[config.mk]
export PLATFORM = sky130hd
export DESIGN_NAME = axi_bresp_queue
export DESIGN_NICKNAME = d
export VERILOG_FILES = /design/src/rtl/axi_bresp_queue.sv
export SDC_FILE = /design/constraint.sdc
export NUM_CORES = 1
export LEC_CHECK = 0
export BUFFER_PORTS_ARGS = -buffer_cell sky130_fd_sc_hd__clkbuf_2
export CAP_MARGIN = 15
export CORE_ASPECT_RATIO = 1.4
export CORE_MARGIN = 1.5
export CORE_UTILIZATION = 40
export CTS_BUF_LIST = sky130_fd_sc_hd__clkbuf_4
export CTS_CLUSTER_DIAMETER = 80
export DETAILED_ROUTE_END_ITERATION = 12
export GPL_TIMING_DRIVEN = 0
export SLEW_MARGIN = 20
export SYNTH_ARGS = -nofsm -noshare
export SYNTH_HDL_FRONTEND = slang
export SYNTH_SLANG_ARGS = --single-unit
[constraint.sdc]
create_clock -name clk -period 2.95 [get_ports clk]
set_clock_uncertainty 0.2 [all_clocks]
set_input_delay 0.59 -clock clk [delete_from_list [all_inputs] [get_ports clk]]
set_output_delay 0.59 -clock clk [all_outputs]
set_load 0.05 [all_outputs]
[src/rtl/axi_bresp_queue.sv]
// AXI write-response (B) channel queue: buffers back-end responses in order
// and presents them on the B channel with registered VALID/RESP/ID, occupancy
// status and a saturating error-response counter.
module axi_bresp_queue #(
  parameter int unsigned DEPTH     = 4,
  parameter int unsigned ID_W      = 0,
  parameter int unsigned ERR_CNT_W = 8
) (
  input  logic                                 clk,
  input  logic                                 resetn,
  input  logic                                 wr_resp_valid,
  output logic                                 wr_resp_ready,
  input  logic [1:0]                           wr_resp,
  input  logic [((ID_W > 0) ? ID_W : 1)-1:0]   wr_resp_id,
  output logic                                 BVALID,
  input  logic                                 BREADY,
  output logic [1:0]                           BRESP,
  output logic [((ID_W > 0) ? ID_W : 1)-1:0]   BID,
  output logic [$clog2(DEPTH):0]               count,
  output logic                                 full,
  output logic                                 empty,
  output logic [ERR_CNT_W-1:0]                 err_count,
  input  logic                                 err_clr
);

  localparam int unsigned IdW   = (ID_W > 0) ? ID_W : 1;
  localparam int unsigned PtrW  = $clog2(DEPTH);
  localparam int unsigned CntW  = PtrW + 1;
  localparam logic [ERR_CNT_W-1:0] ErrMax = '1;

  logic [1:0]      resp_mem_q [DEPTH];
  logic [IdW-1:0]  id_mem_q   [DEPTH];

  logic [PtrW-1:0]      wr_ptr_q, wr_ptr_d;
  logic [PtrW-1:0]      rd_ptr_q, rd_ptr_d;
  logic [CntW-1:0]      count_q, count_d;
  logic                 full_q, full_d;
  logic                 empty_q, empty_d;
  logic                 bvalid_q, bvalid_d;
  logic [1:0]           bresp_q, bresp_d;
  logic [IdW-1:0]       bid_q, bid_d;
  logic [ERR_CNT_W-1:0] err_q, err_d;

  logic           push, pop;
  logic [IdW-1:0] id_in;

  // Handshake qualification; ready comes only from registered occupancy
  assign wr_resp_ready = !full_q;
  assign push          = wr_resp_valid && !full_q;
  assign pop           = bvalid_q && BREADY;
  assign id_in         = (ID_W > 0) ? wr_resp_id : '0;

  // Next-state: pointers, occupancy, head register (with empty-queue bypass), error counter
  always_comb begin
    wr_ptr_d = wr_ptr_q + PtrW'(push);
    rd_ptr_d = rd_ptr_q + PtrW'(pop);
    count_d  = count_q + CntW'(push) - CntW'(pop);
    full_d   = (count_d == CntW'(DEPTH));
    empty_d  = (count_d == '0);
    bvalid_d = !empty_d;
    bresp_d  = bresp_q;
    bid_d    = bid_q;
    if (!empty_d) begin
      // New head is the entry being written this cycle only when nothing else remains
      if (push && (count_q - CntW'(pop) == '0)) begin
        bresp_d = wr_resp;
        bid_d   = id_in;
      end else begin
        bresp_d = resp_mem_q[rd_ptr_d];
        bid_d   = id_mem_q[rd_ptr_d];
      end
    end
    err_d = err_q;
    if (err_clr) begin
      err_d = '0;
    end else if (pop && bresp_q[1] && (err_q != ErrMax)) begin
      err_d = err_q + ERR_CNT_W'(1);
    end
  end

  // State registers, asynchronously cleared
  always_ff @(posedge clk or negedge resetn) begin
    if (!resetn) begin
      wr_ptr_q <= '0;
      rd_ptr_q <= '0;
      count_q  <= '0;
      full_q   <= 1'b0;
      empty_q  <= 1'b1;
      bvalid_q <= 1'b0;
      bresp_q  <= 2'b00;
      bid_q    <= '0;
      err_q    <= '0;
    end else begin
      wr_ptr_q <= wr_ptr_d;
      rd_ptr_q <= rd_ptr_d;
      count_q  <= count_d;
      full_q   <= full_d;
      empty_q  <= empty_d;
      bvalid_q <= bvalid_d;
      bresp_q  <= bresp_d;
      bid_q    <= bid_d;
      err_q    <= err_d;
    end
  end

  // Response storage; contents are don't-care until written
  always_ff @(posedge clk) begin
    if (push) begin
      resp_mem_q[wr_ptr_q] <= wr_resp;
      id_mem_q[wr_ptr_q]   <= id_in;
    end
  end

  assign BVALID    = bvalid_q;
  assign BRESP     = bresp_q;
  assign BID       = bid_q;
  assign count     = count_q;
  assign full      = full_q;
  assign empty     = empty_q;
  assign err_count = err_q;

endmodule
==> results.md <==
- Status: finished with violations
- Failing checks: negative hold slack
- Most frequent cells in the layout: clkbuf_2, dfrtp_1, nor2_1, edfxtp_1, xor2_1
- WL met2: roughly 1.2 mm
- Finished Cell Area: approximately 1500 sq um
- Flop-to-flop setup slack: 0.19 ns
- # IOs: 26
- WL final: roughly 2.1 mm
- Core Footprint: around 3100 sq um
- Sequential area share after synthesis: 57.9%
- Routability cong.: 0.699
- Syn Inst Count: 100
- Global-route wire length before repair: roughly 3.7 mm
- CTS tree: built
- Largest net degree at the start of global routing: 21
- Slew HR: around 66%
- CP arrival: roughly 2.8 ns
- Period minus WS final: 2.76 ns
- Hold Path Class: in -> async
- Worst slew pin tran: 0.511 ns
- Flops & latches, synth: 28
- Die area: about 3600 sq um
- Final Hold Viols: 7
- Row Count: 24
- Vias in the first global route: between 800 and 900
- Starting Density: between 40 and 50%
- Netlist Area Pre-Place: ~1300 sq um
- RR Startpoint: full$_DFF_PN0_
- H-tree Lvls: 1
- Reg2reg end: BRESP[0]$_DFFE_PN0P_
- Max FO, Critical Path: 8
- Average size of a mapped cell: between 10 and 15 sq um
- Reg clk slew, reported paths: approximately 0.14 ns
- RSZ-0062 raised after global routing: false
- Initial DRT Pass Iterations: 4
- Peak VDD IR: ~0.71 mV
- Crit path to: BRESP[0]$_DFFE_PN0P_
- Slew Limit Fails: 0
- Initial DRC Count: 19
- Layout cells sized above 1: between 20% and 30%
- HPWL Detailed: around 1.7 mm
- Tot GR Track Use: between 10% and 20%
- Post-synth top area share: 37.1%
- Yosys top cell by area: dfrtp_1
- WL met3: around 70 microns
- Synth warn: 0
- Max_cap viols: 0
- Leak pwr: slightly below 0.7 nW
- Element type at the critical path end: flip-flop
- Placed cell area: around 1400 sq um
- Final net count: between 100 and 150
- DR top layer: met4
- Die Span Y: between 60 and 70 microns
- Cell depth of the worst flop-to-flop path: 11
- Drt drc: 0
- Worst hold margin: -0.00483 ns
- Final setup viols: 0
- Fmax: approximately 360 MHz
- Yosys cell types: 34
- Area contributors post-synth: dfrtp_1, edfxtp_1, xor2_1
- Layout area overhead: 15.2%
- Kind of critical path: reg -> reg
- GRT overflow: 0
- Required time of the critical path: 2.98 ns
- Root Buffer: clkbuf_4
- # diodes: 0
- Critical Path Source Type: flip-flop
- Initial antenna violation count: 0
- IO Port Bufs: 22
- Post-route ant nets: 0
- Crit path from: full$_DFF_PN0_
- Vias per cell: slightly above 5
- Worst-Skew Late Latency: between 0.3 and 0.4 ns
- Mapped Nets: ~110
- Filler Cells Inserted: roughly 300
- Clk sink count: 28
- Total number of vias: around 830
- Max Root-Sink Buffers: 2
- DR WL/cell: between 10 and 15 microns
- Post-cts hold buffer count: 0
- Die Wd: 50.9 microns
- CTS Buf Count: 3
- Fin crit share: 93.7%
- Power Density: a little under 1000 nW/um^2
- Commonest non-fill, non-tap cell in the layout: clkbuf_2
- Met1 wire length: around 850 microns
## synth_stat cells, drive strengths merged
cell and number:
dfrtp 19, nor2 9, edfxtp 8, xor2 6
and3 5, inv 5, buf 4, ha 4
mux2 4, a21oi 3, nand3 3, nand4 3
o211ai 3, xnor2 3, mux2i 2, mux4 2
nand2 2, nor3b 2, o21ai 2, or3 2
and2 1, and3b 1, conb 1, dfstp 1
fa 1, nand2b 1, nor2b 1, o31ai 1
or4 1
## how the worst min path moves through the flow
stage	end	from	depth (start not counted)	slack, ns
2_1_floorplan	BRESP[0]$_DFFE_PN0P_	resetn	0	0.09
4_1_cts	err_count[3]$_DFFE_PN0P_	resetn	1	0.009
3_3_place_gp	rd_ptr_q[1]$_DFF_PN0_	rd_ptr_q[1]$_DFF_PN0_	1	0.30
5_1_grt	err_count[4]$_DFFE_PN0P_	resetn	1	0.02
6_report	err_count[3]$_DFFE_PN0P_	resetn	1	-0.005
3_5_place_dp	BRESP[0]$_DFFE_PN0P_	BRESP[0]$_DFFE_PN0P_	1	0.31
## worst max-delay path, cell delays in order, from the launching register on
cell     delay, ns
dfrtp_1       0.41
nor2b_1       0.11
buf_4         0.16
xnor2_1       0.12
ha_1          0.16
inv_1         0.05
fa_1          0.40
xnor2_2       0.16
xnor2_1       0.15
or3_1         0.33
buf_6         0.14
mux2_4        0.28
## logic make-up (layout without fill, tap and decap cells)
logic type               after synthesis  count (layout)  synth area share, %
XOR/XNOR                               9               9                 6.15
adder cells (fa/ha/maj)                5               5                 5.46
flip-flops                            28              28                 57.9
AO/OA/AOI/OAI                          9               9                 4.29
AND/OR/NAND/NOR                       31              31                 13.2
multiplexers                           8               8                 9.17
other                                  1               1                0.292
buffers and inverters                  9              35                 3.61
## state kept, by name (all words and copies together) (netlist names)
name	flops
resp_mem_q	8
BRESP	2
BVALID	1
count	3
full	1
rd_ptr_q	2
empty	1
err_count	8
wr_ptr_q	2
## layer usage
| metal | track usage [%] | vias to the layer above |
|---|---|---|
| met4 | 6.31 | 0 |
| met1 | 14.6 | 400 |
| met3 | 2.56 | 6 |
| met2 | 25.4 | 22 |
| li1 | - | 404 |
| met5 | 0 | - |
## stage by stage
step	worst slack [ns]	power (W)	instances	util [%]	setup TNS, ns
2_1_floorplan	0.0113	0.00115	100	-	0
4_1_cts	0.160	0.00147	165	47.5	0
5_1_grt	0.0210	0.00155	165	47.8	0
3_3_place_gp	-0.0834	0.00129	161	46.6	-0.164
3_5_place_dp	-0.124	0.00131	161	46.6	-0.243
6_report	0.187	0.00146	165	47.8	0
## where the power goes
| group | internal (W) | leakage (nW) | switching [W] |
|---|---|---|---|
| clock | 0.0000497 | 0.0154 | 0.000108 |
| combinational | 0.000295 | 0.354 | 0.000422 |
| sequential | 0.000513 | 0.323 | 0.0000753 |
## final cells by class
type	count	area (sq um)	share of cell area [%]
Timing Repair Buffer	22	110	7.45
Sequential cell	28	742	50.2
Tap cell	39	48.8	3.30
Inverter	5	18.8	1.27
Clock buffer	3	22.5	1.52
Clock inverter	1	3.75	0.254
Multi-Input combinational cell	63	502	34.0
Buffer	4	30.0	2.03
## repair_timing
item	CTS	global route
setup endpoints to repair	0	2
gates resized for setup	0	3
buffers inserted	0	0
No activity file was read; power rests on OpenSTA's default activity.
